[src/rtl/piso_reg_if.sv]
// piso_reg_if: load/data handshake and serial outputs of the PISO serialiser
interface piso_reg_if #(parameter int WIDTH = 4);
  logic             load;
  logic [WIDTH-1:0] parallelIn;
  logic             ready;
  logic             serialOut;
  logic             busy;
  logic             done;
  modport master (output load, parallelIn, input ready, serialOut, busy, done);
  modport slave (input load, parallelIn, output ready, serialOut, busy, done);
endinterface

[src/rtl/piso_reg.sv]
// piso_reg: LSB-first parallel-in serial-out shifter; macro PISO_PARITY_EN appends an even parity bit
module piso_reg #(
  parameter int WIDTH = 4
) (
  input  logic       clk,
  input  logic       rst,
  piso_reg_if.slave  io
);
  localparam int CW = $clog2(WIDTH);
`ifdef PISO_PARITY_EN
  typedef enum logic [1:0] {IDLE, SHIFT, PARITY} state_t;
`else
  typedef enum logic {IDLE, SHIFT} state_t;
`endif
  state_t           state_q, state_d;
  logic [WIDTH-1:0] sreg_q, sreg_d;
  logic [CW-1:0]    cnt_q, cnt_d;
  logic             done_q, done_d;
  logic             last_data, last, accept;
`ifdef PISO_PARITY_EN
  logic             par_q, par_d;
`endif
  assign io.ready     = (state_q == IDLE) || last;
  assign io.serialOut = sreg_q[0];
  assign io.busy      = state_q != IDLE;
  assign io.done      = done_q;
  assign accept       = io.load && io.ready;
  // final bit period of a frame: the parity bit when enabled, else data bit WIDTH-1
  always_comb begin
    last_data = (state_q == SHIFT) && (cnt_q == CW'(WIDTH - 1));
`ifdef PISO_PARITY_EN
    last = state_q == PARITY;
`else
    last = last_data;
`endif
  end
  // next state: accept restarts the frame (even in the last bit), otherwise shift or drop to idle
  always_comb begin
    state_d = state_q;
    sreg_d  = sreg_q;
    cnt_d   = cnt_q;
    done_d  = last;
`ifdef PISO_PARITY_EN
    par_d   = par_q;
`endif
    if (accept) begin
      state_d = SHIFT;
      sreg_d  = io.parallelIn;
      cnt_d   = '0;
`ifdef PISO_PARITY_EN
      par_d   = ^io.parallelIn;
`endif
    end else if (last) begin
      state_d = IDLE;
      sreg_d  = '0;
      cnt_d   = '0;
`ifdef PISO_PARITY_EN
    end else if (last_data) begin
      state_d = PARITY;
      sreg_d  = WIDTH'(par_q);
`endif
    end else if (state_q == SHIFT) begin
      sreg_d = sreg_q >> 1;
      cnt_d  = cnt_q + CW'(1);
    end
  end
  // state registers with synchronous active-low reset taking priority over everything
  always_ff @(posedge clk) begin
    if (!rst) begin
      state_q <= IDLE;
      sreg_q  <= '0;
      cnt_q   <= '0;
      done_q  <= 1'b0;
`ifdef PISO_PARITY_EN
      par_q   <= 1'b0;
`endif
    end else begin
      state_q <= state_d;
      sreg_q  <= sreg_d;
      cnt_q   <= cnt_d;
      done_q  <= done_d;
`ifdef PISO_PARITY_EN
      par_q   <= par_d;
`endif
    end
  end
endmodule
[src/flat_wrapper.sv]
// flat-port wrapper written by rule: the top's interface ports become plain ports
module piso_reg_flat 
#(
  parameter int WIDTH = 4
)
  (clk, rst, io_load, io_parallelIn, io_ready, io_serialOut, io_busy, io_done);
  piso_reg_if #(.WIDTH(WIDTH)) io_i ();
  input  logic clk;
  input  logic rst;
  input wire logic [$bits(io_i.load)-1:0] io_load;
  input wire logic [$bits(io_i.parallelIn)-1:0] io_parallelIn;
  output wire logic [$bits(io_i.ready)-1:0] io_ready;
  output wire logic [$bits(io_i.serialOut)-1:0] io_serialOut;
  output wire logic [$bits(io_i.busy)-1:0] io_busy;
  output wire logic [$bits(io_i.done)-1:0] io_done;
  assign io_i.load = io_load;
  assign io_i.parallelIn = io_parallelIn;
  assign io_ready = io_i.ready;
  assign io_serialOut = io_i.serialOut;
  assign io_busy = io_i.busy;
  assign io_done = io_i.done;
  piso_reg #(.WIDTH(WIDTH)) u_core (.clk(clk), .rst(rst), .io(io_i));
endmodule
[config.mk]
export PLATFORM = sky130hd
export DESIGN_NAME = piso_reg_flat
export DESIGN_NICKNAME = d
export VERILOG_FILES = /design/src/rtl/piso_reg_if.sv /design/src/rtl/piso_reg.sv /design/src/flat_wrapper.sv
export SDC_FILE = /design/constraint.sdc
export NUM_CORES = 1
export LEC_CHECK = 0
export ABC_CLOCK_PERIOD_IN_PS = 1200
export BUFFER_PORTS_ARGS = -buffer_cell sky130_fd_sc_hd__buf_2
export CORE_AREA = 2 2 39 41
export DETAILED_ROUTE_END_ITERATION = 8
export DIE_AREA = 0 0 41 43
export GPL_TIMING_DRIVEN = 1
export PLACE_DENSITY = 0.59
export SLEW_MARGIN = 20
export SYNTH_ARGS = -nofsm -noshare
export SYNTH_HDL_FRONTEND = slang
export SYNTH_SLANG_ARGS = --single-unit
[constraint.sdc]
create_clock -name clk -period 1.2 [get_ports clk]
set_clock_uncertainty 0.2 [all_clocks]
set_input_delay 0.12 -clock clk [delete_from_list [all_inputs] [get_ports clk]]
set_output_delay 0.12 -clock clk [all_outputs]
set_load 0.01 [all_outputs]
=== Word-level counts from Yosys, hierarchy flattened ===
Cells that the tools add are included.

* Add/subtract/negate cells: 1
* Shift operators: 0
* Magnitude comparators: 0
* Eq/ne operators: 1
* Muxes and demuxes: 5
* Multiply operators: 0
* Bitwise operators: 2
* Div/mod/pow operators: 0
* Reduce and logical (&&, ||, !) cells: 6

{| class="wikitable"
|+ Operators by type and width
! kind !! number
|-
| $mux 4 || 3
|-
| $reduce_bool 3->1 || 1
|-
| $reduce_or 3->1 || 1
|-
| $add 2x1->2 const B || 1
|-
| $eq 2x2->1 const B || 1
|-
| $logic_and 1x1->1 || 2
|-
| $mux 1 || 2
|-
| $not 1->1 || 2
|-
| $reduce_bool 2->1 || 1
|-
| $logic_or 1x1->1 || 1
|}

* Memories: 0
* Word-level logic and storage cells: 19
* Bits in read-only memories: 0
* Bits in registers: 8
* Latch bits: 0
* Memory bits (writable): 0

=== Logic depth before layout (Yosys ltp) ===
Gate-level depths: netlist of run 1.

* Depth after elaboration: 5
* Mapped depth: 4
* Depth with buffers taken out: 4

=== Worst setup path before layout of run 1 ===
No wires, ideal clock.

* Kind: register to register
* Start: reg u_core.cnt_q[0]
* End: reg u_core.sreg_q[2]
* Path buffers: 0
* Arrival: 0.892 ns
* Cell stages (with the launch flop): 5
* Path slack: -0.014 ns
* Library setup time: 0.122 ns
* Clock period less this slack: 1.214 ns
* Path through: dfxtp_1 > ha_1 > nor2b_4 > a32oi_1 > a21oi_1

* Word-level cells in the longest chain between the ends: 5
* Elaborated cells on any way between the ends: 7
* Those cells by class: eq/ne (1); mux (2); reduce/logical (4)

{| class="wikitable"
|+ RTL lines
! what !! RTL line !! RTL
|-
| start: declaration || piso_reg.sv:17 || <nowiki>logic [CW-1:0] cnt_q, cnt_d;</nowiki>
|-
| start signal: assignment || piso_reg.sv:80 || <nowiki>cnt_q <= cnt_d;</nowiki>
|-
| $eq 2x2->1 * || piso_reg.sv:30 || <nowiki>last_data = (state_q == SHIFT) && (cnt_q == CW'(WIDTH - 1));</nowiki>
|-
| $logic_and 1x1->1 * || piso_reg.sv:30 ||
|-
| $logic_or 1x1->1 || piso_reg.sv:23 || <nowiki>assign io.ready = (state_q == IDLE) || last;</nowiki>
|-
| $logic_and 1x1->1 || piso_reg.sv:27 || <nowiki>assign accept = io.load && io.ready;</nowiki>
|-
| $reduce_bool 3->1 (no source line) / $mux 4 (equally long branches) || - ||
|-
| end signal: assignment || piso_reg.sv:79 || <nowiki>sreg_q <= sreg_d;</nowiki>
|-
| end: declaration || piso_reg.sv:16 || <nowiki>logic [WIDTH-1:0] sreg_q, sreg_d;</nowiki>
|}

Every way passes the cells marked *; elsewhere a longest branch is shown, timed or not.
A chain may end at the register's enable or synchronous reset.

=== Worst setup path after layout of run 1 ===
* Start: reg u_core.cnt_q[1]
* End: out io_ready

* Word-level cells in the longest chain between the ends: 3

{| class="wikitable"
|+ RTL lines
! what !! RTL line !! RTL
|-
| $eq 2x2->1 || piso_reg.sv:30 ||
|-
| $logic_and 1x1->1 || piso_reg.sv:30 ||
|-
| $logic_or 1x1->1 || piso_reg.sv:23 ||
|-
| end: declaration || flat_wrapper.sv:12 || <nowiki>output wire logic [$bits(io_i.ready)-1:0] io_ready;</nowiki>
|}

Every way passes these cells.

==> results.sh, run 1 <==
export IMPL_cts_buffers=3
export IMPL_hold_viol=0
export IMPL_outcome="finished, violations left"
export IMPL_htree_num_levels=1
export IMPL_synth_distinct_cells=21
export IMPL_cts_sinks=8
export IMPL_io_pins=11
export IMPL_combPwrFrac_pct=19.1
export IMPL_start_kind="flop"
export IMPL_rrSetupSlack_ps=-140
export IMPL_power_frac_clock_pct=33.3
export IMPL_post_synth_cell_area_avg_um2=9.59
export IMPL_ys_warn_count=0
export IMPL_synth_area_um2=403
export IMPL_period_share_pct=112
export IMPL_peakVddDrop_mv=0.388
export IMPL_syn_inst=42
export IMPL_yosysTopAreaCellShare_pct=39.8
export IMPL_cts_max_path_buffers=2
export IMPL_final_area_um2=566
export IMPL_synth_area_top_cells="dfxtp_1 (40%), a21o_2 (6.5%), a32oi_1 (6.5%), buf_6 (5.6%), mux2i_1 (5.0%)"
export IMPL_final_antenna_net_count=0
export IMPL_worstSetupEndpointType="output pin"
export IMPL_drive_above_1_share_pct=52.5
export IMPL_slew_violations=0
export IMPL_r2r_end="u_core.sreg_q[1]"
export IMPL_yosysSeqAreaShare_pct=39.8
export IMPL_fp_row_count=14
export IMPL_viasPerCell=4.90
export IMPL_die_x_um=41
export IMPL_whs_endpoint="u_core.sreg_q[1]"
export IMPL_num_vias=377
export IMPL_place_inst=68
export IMPL_hold_path_startpoint="io_parallelIn[1]"
export IMPL_fmax_mhz=746
export IMPL_worstMarginPinSlew_ps=229
export IMPL_clkTransAtPathRegs_ps=60
export IMPL_grt_pass1_vias=358
export IMPL_layoutNonFillerInstCount=77
export IMPL_tritoncts="built"
export IMPL_seq_power_share_pct=47.6
export IMPL_drt_iter0_markers=9
export IMPL_syn_nets=50
export IMPL_hold_class="in2reg"
export IMPL_place_ws_ps=-49.4
export IMPL_drt_wl_total_um=899
export IMPL_max_cap_violations=0
export IMPL_grt_use_total_pct=13.4
export IMPL_grt_overflow=0
export IMPL_antenna_found_initial=0
export IMPL_n_antenna_cell=0
export IMPL_rr_worst_depth=6
export IMPL_grt_pass1_wl_mm=1.54
export IMPL_p_int_mw=0.463
export IMPL_max_slew_margin_pct=84.7
export IMPL_cts_root_buf="clkbuf_4"
export IMPL_worstPathArrival_ps=1020
export IMPL_wl_per_cell_um=11.7
export IMPL_rsz0062_at_grt="true"
export IMPL_swShare_pct=25.2
export IMPL_setup_violations=8
export IMPL_insertion_delay_ps=250
export IMPL_synth_area_leader_cell="dfxtp_1"
export IMPL_place_area_um2=468
export IMPL_required_ps=880
export IMPL_nNetsFinal=71
export IMPL_layout_setup_ws_ps=-141
export IMPL_grt_max_degree=13
export IMPL_rr_startpoint="u_core.cnt_q[1]"
export IMPL_hold_depth=3
export IMPL_cp_max_fo=2
export IMPL_place_congestion=0.731
export IMPL_port_buffers=10
export IMPL_core_area_um2=1380
export IMPL_drt_pass1_iterations=2
export IMPL_drc_errors=0
export IMPL_start_util_pct=29.1
export IMPL_die_area_um2=1760
export IMPL_period_needed_ps=1340
export IMPL_p_sw_mw=0.156
export IMPL_crit_type="reg2out"
export IMPL_fin_util_pct=40.9
export IMPL_syn2layout_area_growth_pct=40.4
export IMPL_p_leak_nw=0.265
export IMPL_place_hpwl_um=591
export IMPL_die_h_um=43
export IMPL_powerDensity_nw_per_um2=1090
export IMPL_synth_seq_cells=8
export IMPL_violations="negative setup slack"
## per-stage QoR
| step | hold WS (ps) | setup TNS, ps | total power [mW] |
|---|---|---|---|
| 3_5_place_dp | 226 | -131 | 0.393 |
| 5_1_grt | 8.92 | -1180 | 0.651 |
| 2_1_floorplan | 30.8 | 0 | 0.362 |
| 6_report | 11.5 | -725 | 0.618 |
| 3_3_place_gp | 219 | -97.6 | 0.392 |
| 4_1_cts | 2.04 | -320 | 0.618 |
## flip-flops by register name, indices dropped and copies added (netlist names)
signal,flops
u_core.io.done,1
u_core.sreg_q,4
u_core.cnt_q,2
u_core.io.busy,1
## cell usage after synthesis (all sizes together)
cell type,instances
o21a,1
a21o,3
o21ai,4
a32oi,3
a21oi,3
nor2,1
nand2,1
dfxtp,8
nand3,1
and2,2
inv,5
mux2i,2
ha,1
buf,2
and3,1
o32ai,1
or2,1
nor2b,2
## placed cells by master, fill, tap and decap left out
master	instances
a21o_2	3
a21oi_1	3
a32oi_1	2
a32oi_2	1
and2_1	2
and3_2	1
buf_2	10
buf_4	6
buf_6	1
clkbuf_4	3
dfxtp_1	5
dfxtp_2	2
dfxtp_4	1
dlygate4sd3_1	1
ha_4	1
inv_1	5
mux2i_1	2
nand2_1	1
nand3_1	1
nor2_1	1
nor2b_1	1
nor2b_4	1
o21a_1	1
o21ai_0	1
o21ai_1	2
o21ai_2	1
o32ai_1	1
or2_4	1
## metal layers
layer	part of all wire, %	vias to the layer above	GRT usage [%]
met2	52	8	20.0
met4	1.3	0	11.3
met1	43	178	14.6
met3	3.3	2	3.66
met5	0	-	0
li1	-	189	-
## final cells by class
cell class	instances	area, um^2
fill	140	818
multi-input combinational	27	221
sequential	8	166
timing repair buffer	18	116
clock buffer	3	22.5
tap	16	20.0
inverter	5	18.8
## worst max-delay path by stage
stage               startpoint          endpoint  slack (ps)  cells past startpoint
4_1_cts        u_core.cnt_q[1]          io_ready        -150                      4
2_1_floorplan   u_core.io.busy  u_core.sreg_q[0]          20                      4
3_5_place_dp   u_core.cnt_q[0]  u_core.sreg_q[0]         -50                      4
3_3_place_gp   u_core.cnt_q[0]  u_core.sreg_q[0]         -40                      4
5_1_grt        u_core.cnt_q[1]          io_ready        -200                      4
6_report       u_core.cnt_q[1]          io_ready        -140                      4
## worst max-delay path, stage by stage, from the launching register on
cell and delay [ps]:
dfxtp_2 330, ha_4 170, nor2b_4 110, inv_1 40
buf_2 130
## repair_timing
| item | 4_1_cts | 5_1_grt |
|---|---|---|
| pin swaps | 5 | 2 |
| setup buffers | 4 | 1 |
| gates resized for setup | 5 | 2 |
| endpoints found under the hold margin | 5 | 0 |
| endpoints found under the setup margin | 5 | 9 |
| hold buffers | 1 | 0 |
## cell families after synthesis
kind of cell,count (synthesis),synth area share (%)
muxes,2,4.97
and+or+nand+nor,9,15.2
AOI/OAI and AO/OA,15,26.7
DFF,8,39.8
buffers and inverters,7,10.2
adders and majority gates,1,3.11
## power groups by stage
stage	clock network [mW]	registers, mW	logic (mW)
final	0.206	0.294	0.118
after global routing	0.224	0.297	0.131
after floorplan	0	0.298	0.0637
after detailed placement	0	0.299	0.0938
after global placement	0	0.299	0.0929
after CTS	0.214	0.293	0.110
No activity file was read; power rests on OpenSTA's default activity.
==> run 2: changes to the inputs <==
--- a/config.mk
+++ b/config.mk
@@ -10,8 +10,8 @@
 export CORE_AREA = 2 2 39 41
 export DETAILED_ROUTE_END_ITERATION = 8
 export DIE_AREA = 0 0 41 43
-export GPL_TIMING_DRIVEN = 1
-export PLACE_DENSITY = 0.59
+export GPL_TIMING_DRIVEN = 0
+export PLACE_DENSITY_LB_ADDON = 0.2
 export SLEW_MARGIN = 20
 export SYNTH_ARGS = -nofsm -noshare
 export SYNTH_HDL_FRONTEND = slang
==> results.sh, run 2 (same netlist as run 1, synthesis figures left out) <==
export IMPL_port_buffers=10
export IMPL_fin_hold_ws_ps=3.46
export IMPL_grt_pass1_vias=346
export IMPL_die_x_um=41
export IMPL_cp_slowest_stage_delay_ps=330
export IMPL_combPwrFrac_pct=20.6
export IMPL_mostFrequentLayoutCell="buf_2"
export IMPL_grt_overflow=0
export IMPL_crit_chain="ha_4 -> nor2b_4 -> inv_1 -> buf_2"
export IMPL_start_kind="flop"
export IMPL_swShare_pct=24.0
export IMPL_place_inst=68
export IMPL_rr_startpoint="u_core.cnt_q[1]"
export IMPL_num_vias=377
export IMPL_drc_errors=0
export IMPL_die_area_um2=1760
export IMPL_worstPathArrival_ps=1020
export IMPL_grt_use_total_pct=12.0
export IMPL_syn2layout_area_growth_pct=49.4
export IMPL_largest_register_ffs=4
export IMPL_period_share_pct=112
export IMPL_cts_sinks=8
export IMPL_required_ps=880
export IMPL_cp_max_fo=2
export IMPL_core_area_um2=1380
export IMPL_nNetsFinal=72
export IMPL_die_h_um=43
export IMPL_setup_violations=6
export IMPL_cts_max_path_buffers=2
export IMPL_path_buf_inv=2
export IMPL_htree_num_levels=1
export IMPL_worstSetupEndpointType="output pin"
export IMPL_hold_viol=0
export IMPL_drt_iter0_markers=1
export IMPL_place_area_um2=475
export IMPL_insertion_delay_ps=250
export IMPL_layout_setup_ws_ps=-138
export IMPL_fmax_mhz=747
export IMPL_tns_ps=-639
export IMPL_period_needed_ps=1340
export IMPL_hold_class="in2reg"
export IMPL_place_hpwl_um=534
export IMPL_nFillCells=138
export IMPL_viasPerCell=4.83
export IMPL_io_pins=11
export IMPL_fp_row_count=14
export IMPL_powerDensity_nw_per_um2=1030
export IMPL_reg_top3="u_core.sreg_q x4, u_core.cnt_q x2"
export IMPL_drive_above_1_share_pct=59.7
export IMPL_worstSetupStartpoint="u_core.cnt_q[0]"
export IMPL_p_sw_mw=0.148
export IMPL_crit_type="reg2out"
export IMPL_final_cell_mix="buf_2 (10), inv_1 (5), dfxtp_1 (5)"
export IMPL_slew_violations=0
export IMPL_seq_power_share_pct=47.9
export IMPL_cts_buffers=3
export IMPL_hold_path_startpoint="io_parallelIn[2]"
export IMPL_peakVddDrop_mv=0.719
export IMPL_final_area_um2=602
export IMPL_n_antenna_cell=0
export IMPL_drt_wl_total_um=812
export IMPL_max_slew_margin_pct=88.2
export IMPL_wl_per_cell_um=10.4
export IMPL_drt_pass1_iterations=2
export IMPL_largest_register="u_core.sreg_q"
export IMPL_p_int_mw=0.470
export IMPL_slowest_stage="dfxtp_2"
export IMPL_p_leak_nw=0.277
export IMPL_max_cap_violations=0
export IMPL_worstMarginPinSlew_ps=177
export IMPL_power_frac_clock_pct=31.5
export IMPL_outcome="finished, violations left"
export IMPL_place_ws_ps=-83.2
export IMPL_clkTransAtPathRegs_ps=50
export IMPL_violations="negative setup slack"
export IMPL_layoutNonFillerInstCount=78
export IMPL_rsz0062_at_grt="true"
export IMPL_critPathTopFamily="flip-flops"
export IMPL_grt_pass1_wl_mm=1.41
export IMPL_final_antenna_net_count=0
export IMPL_grt_max_degree=11
export IMPL_tritoncts="built"
export IMPL_start_util_pct=29.1
export IMPL_antenna_found_initial=0
export IMPL_cts_root_buf="clkbuf_4"
export IMPL_place_congestion=0.698
## run 2: changes by cell type in the layout (fill, tap and decap cells not counted)
cell | before | now
o21ai_0 | 1 | 0
o32ai_1 | 1 | 0
buf_6 | 1 | 4
o32ai_2 | 0 | 1
a21oi_1 | 3 | 2
a21oi_2 | 0 | 1
dfxtp_2 | 2 | 3
buf_4 | 6 | 4
nand3_1 | 1 | 0
o21ai_2 | 1 | 2
dfxtp_4 | 1 | 0
nand3_2 | 0 | 1
## run 2: worst paths after layout
check | end | slack (ps) | depth (start not counted)
worst max register to register | u_core.sreg_q[0] | -140 | 6
worst max-delay path | io_ready | -140 | 4
worst min-delay path | u_core.sreg_q[2] | 3 | 3
worst min register to register | u_core.sreg_q[2] | 320 | 2
## run 2: cell type report
class	count	area, um^2	share of cell area [%]
Tap cell	16	20.0	3.33
Multi-Input combinational cell	27	241	40.1
Inverter	5	18.8	3.12
Clock buffer	3	22.5	3.74
Buffer	1	11.3	1.87
Sequential cell	8	164	27.2
Timing Repair Buffer	18	124	20.6
## run 2: power groups by stage
stage / clock [mW] / sequential [mW] / combinational, mW
6_report: 0.195 / 0.296 / 0.128
5_1_grt: 0.218 / 0.298 / 0.142
4_1_cts: 0.206 / 0.293 / 0.124
3_5_place_dp: 0 / 0.296 / 0.0985
3_3_place_gp: 0 / 0.296 / 0.0991
2_1_floorplan: 0 / 0.298 / 0.0637
## run 2: per-stage QoR
step / total power, mW / util, %
CTS: 0.623 / 41.8
floorplan: 0.362 / -
finish: 0.618 / 43.5
global placement: 0.395 / 34.4
detailed placement: 0.395 / 34.4
global route: 0.658 / 43.5
## run 2: worst min-delay path: cells and delay by family
kind,cells,cell delay [ps]
AOI/OAI and AO/OA,2,200
buffers and inverters,1,90
## run 2: per-layer routing
metal  vias to the layer above  global-route usage (%)  share of wire, %
met5                         -                       0                 0
met4                         0                    2.00                 0
met3                         0                    7.85               7.1
met2                         9                    18.4                52
met1                       175                    13.7                41
li1                        193                       -                 -
## run 2: what timing repair did
action,CTS,global route
pin swaps,4,6
hold buffers,1,0
endpoints found under the setup margin,8,8
gates resized for setup,6,7
buffers inserted,6,1
endpoints found under the hold margin,7,0
